===== src/rtl/display_scan_scheduler.sv =====
// display_scan_scheduler
// Multiplexed seven-segment scanner. Each digit slot is split into a guard
// (ghost-blanking) interval, a brightness-controlled on-time and an off-time.
// number, dp_mask and brightness are snapshotted once per frame so that every
// digit of a frame comes from the same data.
// Optional feature: define LEADING_ZERO_BLANK_EN to keep leading zero digits dark.
// GUARD_CYCLES is expected to be at least 1 and below the slot length.

module display_scan_scheduler #(
    parameter int NUMBER_OF_DIGITS            = 4,
    parameter int REFRESH_RATE_IN_HERTZ       = 500,
    parameter int BOARD_CLOCK_FREQUENCY_IN_HZ = 100_000_000,
    parameter int GUARD_CYCLES                = 64
) (
    input  logic                                clk,
    input  logic                                rst,
    input  logic                                enable,
    input  logic [4*NUMBER_OF_DIGITS-1:0]       number,
    input  logic [NUMBER_OF_DIGITS-1:0]         dp_mask,
    input  logic [3:0]                          brightness,
    output logic [NUMBER_OF_DIGITS-1:0]         io_sel,
    output logic [7:0]                          io_seg,
    output logic [$clog2(NUMBER_OF_DIGITS)-1:0] digit_idx,
    output logic                                frame_start
);

    localparam int N           = NUMBER_OF_DIGITS;
    localparam int SLOT_CYCLES = BOARD_CLOCK_FREQUENCY_IN_HZ / REFRESH_RATE_IN_HERTZ / NUMBER_OF_DIGITS;
    localparam int ACTIVE      = SLOT_CYCLES - GUARD_CYCLES;
    localparam int CNT_W       = $clog2(SLOT_CYCLES);
    localparam int IDX_W       = $clog2(NUMBER_OF_DIGITS);

    localparam logic [CNT_W-1:0] CNT_LAST      = CNT_W'(SLOT_CYCLES - 1);
    localparam logic [CNT_W-1:0] CNT_GUARD_END = CNT_W'(GUARD_CYCLES - 1);
    localparam logic [IDX_W-1:0] IDX_LAST      = IDX_W'(N - 1);
    localparam logic [31:0]      ACTIVE_W      = 32'(ACTIVE);
    localparam logic [31:0]      GUARD_W       = 32'(GUARD_CYCLES);

    typedef enum logic [1:0] {
        GUARD,
        ON,
        OFF
    } scan_state_t;

    scan_state_t      state;
    logic [CNT_W-1:0] slot_cnt;

    logic [4*N-1:0]   number_q;
    logic [N-1:0]     dp_q;
    logic [3:0]       brightness_q;

    logic             slot_wrap;
    logic             frame_first;
    logic [3:0]       view_brightness;
    logic [31:0]      on_product;
    logic [31:0]      on_cycles;
    logic [31:0]      on_last;
    logic             on_done;

    logic [3:0]       cur_digit;
    logic             cur_dp;
    logic             cur_blank;
    logic [N-1:0]     sel_onehot;
    logic [N-1:0]     blank_vec;

    // Active-low segment pattern (g..a) for a BCD code; codes above 9 are blank.
    function automatic logic [6:0] seg_pattern(input logic [3:0] code);
        logic [6:0] lit;
        case (code)
            4'd0:    lit = 7'h3F;
            4'd1:    lit = 7'h06;
            4'd2:    lit = 7'h5B;
            4'd3:    lit = 7'h4F;
            4'd4:    lit = 7'h66;
            4'd5:    lit = 7'h6D;
            4'd6:    lit = 7'h7D;
            4'd7:    lit = 7'h07;
            4'd8:    lit = 7'h7F;
            4'd9:    lit = 7'h6F;
            default: lit = 7'h00;
        endcase
        return ~lit;
    endfunction

    assign slot_wrap   = (slot_cnt == CNT_LAST);
    assign frame_first = (slot_cnt == '0) && (digit_idx == '0);

    // On-time from brightness; on the latch cycle the incoming value is used so
    // that the slot timing always follows the data of the frame being shown.
    always_comb begin
        view_brightness = frame_first ? brightness : brightness_q;
        on_product      = ACTIVE_W * (32'(view_brightness) + 32'd1);
        on_cycles       = on_product >> 4;
        if (on_cycles == 32'd0) begin
            on_cycles = 32'd1;
        end
        on_last = GUARD_W + on_cycles - 32'd1;
        on_done = (32'(slot_cnt) == on_last);
    end

    // Snapshot the display data on the first counter cycle of digit 0's slot;
    // the new data becomes visible together with the frame_start pulse.
    always_ff @(posedge clk or negedge rst) begin
        if (!rst) begin
            number_q     <= '0;
            dp_q         <= '0;
            brightness_q <= '0;
        end else if (frame_first) begin
            number_q     <= number;
            dp_q         <= dp_mask;
            brightness_q <= brightness;
        end
    end

`ifdef LEADING_ZERO_BLANK_EN
    logic [N-1:1] zero_run;

    // A digit is dark when it and every digit above it are zero, unless it is
    // digit 0 or carries a decimal point.
    always_comb begin
        zero_run  = '0;
        blank_vec = '0;
        zero_run[N-1] = (number_q[4*(N-1) +: 4] == 4'd0);
        for (int i = N - 2; i >= 1; i--) begin
            zero_run[i] = zero_run[i+1] && (number_q[4*i +: 4] == 4'd0);
        end
        for (int i = 1; i < N; i++) begin
            blank_vec[i] = zero_run[i] && !dp_q[i];
        end
    end
`else
    assign blank_vec = '0;
`endif

    // Pick the data, decimal point and blanking flag of the current slot.
    always_comb begin
        cur_digit  = 4'd0;
        cur_dp     = 1'b0;
        cur_blank  = 1'b0;
        sel_onehot = '0;
        for (int i = 0; i < N; i++) begin
            if (digit_idx == IDX_W'(i)) begin
                cur_digit     = number_q[4*i +: 4];
                cur_dp        = dp_q[i];
                cur_blank     = blank_vec[i];
                sel_onehot[i] = 1'b1;
            end
        end
    end

    // Slot counter, digit index, guard/on/off sequencing and registered pins;
    // the pins follow the state of the previous cycle.
    always_ff @(posedge clk or negedge rst) begin
        if (!rst) begin
            state       <= GUARD;
            slot_cnt    <= '0;
            digit_idx   <= '0;
            frame_start <= 1'b0;
            io_sel      <= '1;
            io_seg      <= 8'hFF;
        end else begin
            slot_cnt <= slot_wrap ? '0 : slot_cnt + 1'b1;
            if (slot_wrap) begin
                digit_idx <= (digit_idx == IDX_LAST) ? '0 : digit_idx + 1'b1;
            end
            frame_start <= frame_first;

            case (state)
                GUARD: begin
                    if (slot_cnt == CNT_GUARD_END) begin
                        state <= ON;
                    end
                end
                ON: begin
                    if (on_done) begin
                        state <= slot_wrap ? GUARD : OFF;
                    end else if (slot_wrap) begin
                        state <= GUARD;
                    end
                end
                OFF: begin
                    if (slot_wrap) begin
                        state <= GUARD;
                    end
                end
                default: state <= GUARD;
            endcase

            if (enable && (state == ON) && !cur_blank) begin
                io_sel <= ~sel_onehot;
                io_seg <= {~cur_dp, seg_pattern(cur_digit)};
            end else begin
                io_sel <= '1;
                io_seg <= 8'hFF;
            end
        end
    end

endmodule

===== config.mk =====
export PLATFORM = sky130hd
export DESIGN_NAME = display_scan_scheduler
export DESIGN_NICKNAME = d
export VERILOG_FILES = /design/src/rtl/display_scan_scheduler.sv
export SDC_FILE = /design/constraint.sdc
export NUM_CORES = 1
export LEC_CHECK = 0
export BUFFER_PORTS_ARGS = -buffer_cell sky130_fd_sc_hd__buf_2
export CAP_MARGIN = 20
export CORE_MARGIN = 10
export CORE_UTILIZATION = 35
export CTS_CLUSTER_SIZE = 40
export DETAILED_ROUTE_END_ITERATION = 8
export GPL_ROUTABILITY_DRIVEN = 0
export MAX_ROUTING_LAYER = met4
export SYNTH_ARGS = -nofsm -noshare
export SYNTH_HDL_FRONTEND = slang
export SYNTH_SLANG_ARGS = --single-unit

===== constraint.sdc =====
create_clock -name clk -period 14.7 [get_ports clk]
set_input_delay 0.735 -clock clk [delete_from_list [all_inputs] [get_ports clk]]
set_output_delay 0.735 -clock clk [all_outputs]
set_load 0.01 [all_outputs]

=== Word-level counts from Yosys, hierarchy flattened ===
Memory sizes are Yosys's and may differ from the RTL's.
Index checks and enable logic that the tools add are counted.

* Memories kept: 1
* Output and inout bits: 15
* Logic and storage cells: 58
* Input port bits: 27
* Register bits after elaboration: 57
* Memory bits (read-only): 112

* Multiply operators: 1
* Muxes and demuxes: 24
* Equal/unequal tests: 9
* Reduce and logical (&&, ||, !) cells: 6
* Add/subtract/negate cells: 5
* Bitwise gates (word level): 3

{| class="wikitable"
|+ Memories
! name !! depth !! width !! rd ports !! clocked after Yosys merged registers in !! wr ports !! RTL line !! source
|-
| (no name shown) || 16 || 7 || 1 || 0 || 0 || 69 || <nowiki>case (code)</nowiki>
|}

{| class="wikitable"
|+ Operators with widths
! operator !! number
|-
| $eq A16 B32 Y1 || 1
|-
| $logic_not A32 Y1 || 1
|-
| $mux W4 || 6
|-
| $sub A18 B1 Y19 const B || 1
|-
| $add A7 B17 Y18 const A || 1
|-
| $mul A12 B5 Y17 const A || 1
|-
| $mux W17 || 1
|-
| $add A16 B1 Y16 const B || 1
|-
| $eq A16 B16 Y1 const B || 1
|-
| $eq A16 B6 Y1 const B || 1
|-
| $logic_not A16 Y1 || 1
|-
| $mux W16 || 1
|-
| $mux W2 || 5
|-
| $mux W1 || 8
|-
| $mux W8 || 1
|-
| $mux W7 || 1
|-
| $not A7 Y7 || 1
|-
| $eq A2 B2 Y1 const B || 3
|-
| $pmux W2 S3 || 1
|-
| $add A4 B1 Y5 const B || 1
|-
| $eq A2 B1 Y1 const B || 2
|-
| $logic_not A2 Y1 || 2
|-
| $not A4 Y4 || 1
|-
| $add A2 B1 Y2 const B || 1
|-
| other kinds (3) || 4
|}

=== Longest topological paths before layout ===
* Depth in word-level cells: 12
* Depth in mapped cells: 33
* Mapped depth without buffers: 31

=== Worst setup path after synthesis ===
Ideal clock, no wire load.

* Kind: reg-to-reg
* Start point: reg digit_idx[0]
* End point: reg state[0]
* Stages on the path, launching flop included: 34
* Data required time: 14.562 ns
* Setup slack: 7.626 ns
* Buffers on the path: 2
* Arrival time: 6.936 ns
* Period minus slack after synthesis: 7.074 ns
* Library setup time: 0.138 ns
* Cell sequence: dfrtp_1 > inv_1 > ha_1 > nor4bb_1 > and2_0 > clkbuf_1 > nand2_4 > clkinv_2 > mux2i_2 > inv_1 > ha_1 > and3_1 > nand3_1 > nand2_1 > ha_1 > ha_1 > ha_1 > ha_1 > clkbuf_1 > nand2_1 > a31oi_1 > nand4_1 > or4_4 > nor4b_4 > nor2_1 > ha_1 > xnor2_1 > nor3_1 > a2111oi_2 > nand4_1 > nor4_2 > nand3_1 > nor4_2 > o32ai_1

* Word-level cells in the longest chain between the ends: 12

{| class="wikitable"
|+ Ends and longest elaborated chain
! item !! RTL line !! source
|-
| start: declaration || 23 || <nowiki>output logic [$clog2(NUMBER_OF_DIGITS)-1:0] digit_idx,</nowiki>
|-
| start signal: assignment || 164 || <nowiki>digit_idx <= (digit_idx == IDX_LAST) ? '0 : digit_idx + 1'b1;</nowiki>
|-
| $logic_not A2 Y1 * || 86 || <nowiki>assign frame_first = (slot_cnt == '0) && (digit_idx == '0);</nowiki>
|-
| $logic_and A1 B1 Y1 * || 86 ||
|-
| $mux W4 * || n/a ||
|-
| net view_brightness[0] || 54 || <nowiki>logic [3:0] view_brightness;</nowiki>
|-
| $add A4 B1 Y5 * || 92 || <nowiki>on_product = ACTIVE_W * (32'(view_brightness) + 32'd1);</nowiki>
|-
| $mul A12 B5 Y17 * || 92 ||
|-
| $logic_not A32 Y1 || 94 || <nowiki>if (on_cycles == 32'd0) begin</nowiki>
|-
| $mux W17 * || 94 ||
|-
| $add A7 B17 Y18 * || 97 || <nowiki>on_last = GUARD_W + on_cycles - 32'd1;</nowiki>
|-
| $sub A18 B1 Y19 * || 97 ||
|-
| $eq A16 B32 Y1 * || 98 || <nowiki>on_done = (32'(slot_cnt) == on_last);</nowiki>
|-
| $mux W2 * || 175 || <nowiki>if (on_done) begin</nowiki>
|-
| $pmux W2 S3 * || 168 || <nowiki>case (state)</nowiki>
|-
| end signal: assignment || 176 || <nowiki>state <= slot_wrap ? GUARD : OFF;</nowiki>
|-
| end: declaration || 45 || <nowiki>scan_state_t state;</nowiki>
|}

Mark *: on every way through the listed nets, which the timed path passes. The rest lies on a longest branch.
A chain may end at the register's enable or synchronous reset.

=== Worst setup path after layout ===
* Start point: reg slot_cnt[11]
* End point: reg state[0]

* Word-level cells in the longest chain between the ends: 12
* Elaborated cells on any way between the ends: 16
* Classes of those cells: add/sub: 3; mul: 1; eq/ne: 4; mux: 5; reduce/logical: 3

{| class="wikitable"
|+ Ends and longest elaborated chain
! item !! RTL line !! source
|-
| start: declaration || 46 || <nowiki>logic [CNT_W-1:0] slot_cnt;</nowiki>
|-
| start signal: assignment || 162 || <nowiki>slot_cnt <= slot_wrap ? '0 : slot_cnt + 1'b1;</nowiki>
|-
| $logic_not A16 Y1 * || 86 ||
|-
| $logic_and A1 B1 Y1 * || 86 ||
|-
| $mux W4 * || n/a ||
|-
| net view_brightness[0] || 54 ||
|-
| $add A4 B1 Y5 * || 92 ||
|-
| $mul A12 B5 Y17 * || 92 ||
|-
| $logic_not A32 Y1 || 94 ||
|-
| $mux W17 * || 94 ||
|-
| $add A7 B17 Y18 * || 97 ||
|-
| $sub A18 B1 Y19 * || 97 ||
|-
| $eq A16 B32 Y1 * || 98 ||
|-
| $mux W2 * || 175 ||
|-
| $pmux W2 S3 * || 168 ||
|}

Marked as above.

==> out/metrics.yaml <==
fp.dieArea_sq_um: 17230
avgRoutedWirePerCell_microns: 15.08
final_cell_mix: "nand2_1 (99), dfrtp_1 (45), buf_2 (41)"
synth.net_count: 568
die_x_microns: 131.3
finClkSkew_ns: 0.009728
path_class: "register to register"
critPathMaxFanout: 24
worstHoldPathType: "register to register"
drt-initial-drc-count: 230
wl_microns: 10800
ir_drop_v: 0.00005627
grt_use_met2: 0.2005
cp_slowest_cell: "or4_4"
synthArstFlopShare: 1.000
synth_edf_count: 0
cts_resized: 0
cts_tree: "done"
grt_pass1_wl_microns: 17950
cts_setup_buffers: 0
setup_ws_ns: 5.928
clk_latency_ns: 0.32
row_count: 40
fmax_mhz: 114.0
arrival_ns: 8.95
status: "finished clean"
syn_to_final_growth_pct: 14.09
grt_max_degree: 58
rsz0062_at_grt: "no"
worst_pin_slew_ns: 0.8253
nFillCells: 1203
pre_cts_slack_ns: 5.973
p_per_area_nw_per_um2: 96.23
clock_path_buffers: 2
use_met3: 0.02553
fin_util: 0.4099
setup_tns_ns: 0
cp.required_ns: 14.88
vias_per_cell: 5.250
fin_cells: 716
first_global_vias: 3701
drive_above_1_share: 0.1642
cpPeakStageDelay_ns: 0.59
die_y_microns: 131.3
grt_usage: 0.1256
relSlewSlack: 0.4478
dp.cells: 700
cpMostUsedCell: "ha_1"
nets: 600
initial_utilization: 0.3592
grt_overflow: 0
worstSetupStartpointType: "register"
ys_warn_count: 0
ys_types: 74
cts_root_buf: "clkbuf_16"
syn_area_sq_um: 4333
drc: 0
synth_cells: 511
synth-seq-area-share: 0.3327
pin_count: 42
final_max_slew_viol_count: 0
antenna_cells: 0
p_leak_nw: 2.213
grt.busiest_layer: "met2"
cts.sinks: 57
io_buffers: 41
cap_violations: 0
htreeDepth: 3
min_period_ns: 8.772
firstDrtPassIters: 4
path_clk_slew_ns: 0.05
synth-main-ff-cell: "dfrtp_1"
endpoint_kind: "register"
post-route-period-util: 0.5967
avgSynthCellArea_sq_um: 8.479
cts_buffers: 9
synth_seq_cells: 57
vias: 3759
timing.final.hold_violations: 0
hpwl_microns: 8291
use_met1: 0.1566
hold_buffers: 0
mostFrequentLayoutCell: "nand2_1"
core_area_sq_um: 12060
setup_viol: 0
ant_nets: 0
antenna_found_initial: 0
fin_hold_ws_ns: 0.4746
## routing by layer
| metal | wire length, microns | share of wire |
|---|---|---|
| met5 | 0 | 0 |
| met4 | 85 | 0.0079 |
| met3 | 370 | 0.034 |
| met2 | 5267 | 0.49 |
| met1 | 5077 | 0.47 |
## power breakdown
part	total (mW)	switching (mW)	internal, mW
logic	0.119	0.0735	0.0453
clock network	0.191	0.0694	0.122
registers	0.166	0.00249	0.163
## area by class of cell
type	instances	area, sq um	area share
clock buffer	11	252.7	0.05113
clock inverter	5	30.03	0.006074
inverter	22	83.83	0.01696
multi-input combinational	410	2705	0.5472
sequential	57	1441	0.2916
tap	168	210.2	0.04252
timing repair buffer	43	220.2	0.04455
## synth_stat cells, types with 4 or more instances
library cell / count / area, sq um
buf_2: 7 / 35.03
and3_1: 8 / 50.05
o211ai_1: 4 / 30.03
or4_1: 4 / 30.03
nor2_1: 35 / 131.4
mux2i_1: 5 / 50.05
nand2b_1: 6 / 37.54
o21ai_0: 12 / 60.06
a21oi_1: 28 / 140.1
ha_1: 29 / 362.9
xor2_1: 12 / 105.1
xnor2_1: 24 / 210.2
and2_1: 4 / 25.02
nor2b_1: 7 / 43.79
dfstp_2: 12 / 315.3
nand2_1: 99 / 371.6
a2bb2oi_1: 5 / 43.79
a31oi_1: 8 / 50.05
a22oi_1: 5 / 37.54
nand3_1: 19 / 95.09
inv_1: 21 / 78.83
or4_4: 4 / 45.04
clkbuf_1: 13 / 48.80
dfrtp_1: 45 / 1126
a211oi_1: 4 / 30.03
nor3_1: 9 / 45.04
nand4_1: 14 / 87.58
## through the flow
| stage | cell area [sq um] | power, mW |
|---|---|---|
| 2_1_floorplan | 4333 | 0.2578 |
| 3_3_place_gp | 4661 | 0.2843 |
| 3_5_place_dp | 4661 | 0.2856 |
| 4_1_cts | 4943 | 0.4811 |
| 5_1_grt | 4943 | 0.5040 |
| 6_report | 4943 | 0.4757 |
## kinds of logic (layout without fill, tap and decap cells)
kind of cell,after synthesis,in the layout,synth area share
xor+xnor,37,37,0.07797
buf+inv,44,81,0.04303
compound gates,99,99,0.1580
flops,57,57,0.3327
fa+ha+maj,30,30,0.08836
simple gates,237,237,0.2827
mux,7,7,0.01733
## path summary, 6_finish.rpt
check,depth (start not counted),slack (ns),from,endpoint
setup / recovery,28,5.93,slot_cnt[11],state[0]
hold / removal,2,0.47,number_q[15],number_q[15]
setup reg to reg,28,5.93,slot_cnt[11],state[0]
hold reg to reg,2,0.47,number_q[15],number_q[15]
max in group asynchronous,2,13.67,rst,slot_cnt[6]
min in group asynchronous,2,0.55,rst,number_q[9]
## registers in the layout, indices dropped and copies added, names as in the netlist
register	flops
frame_start	1
io_sel	4
number_q	16
slot_cnt	16
digit_idx	2
state	2
io_seg	8
dp_q	4
brightness_q	4
## critical path, delay by kind of cell (launching register included)
kind	cells	cell delay, ns
XOR/XNOR	2	0.57
flip-flops	1	0.49
AO/OA/AOI/OAI	4	1.31
adder cells (fa/ha/maj)	5	1.61
buffers and inverters	2	0.46
AND/OR/NAND/NOR	14	3.60
multiplexers	1	0.56
Note: power is estimated with default switching activity, not from simulation.
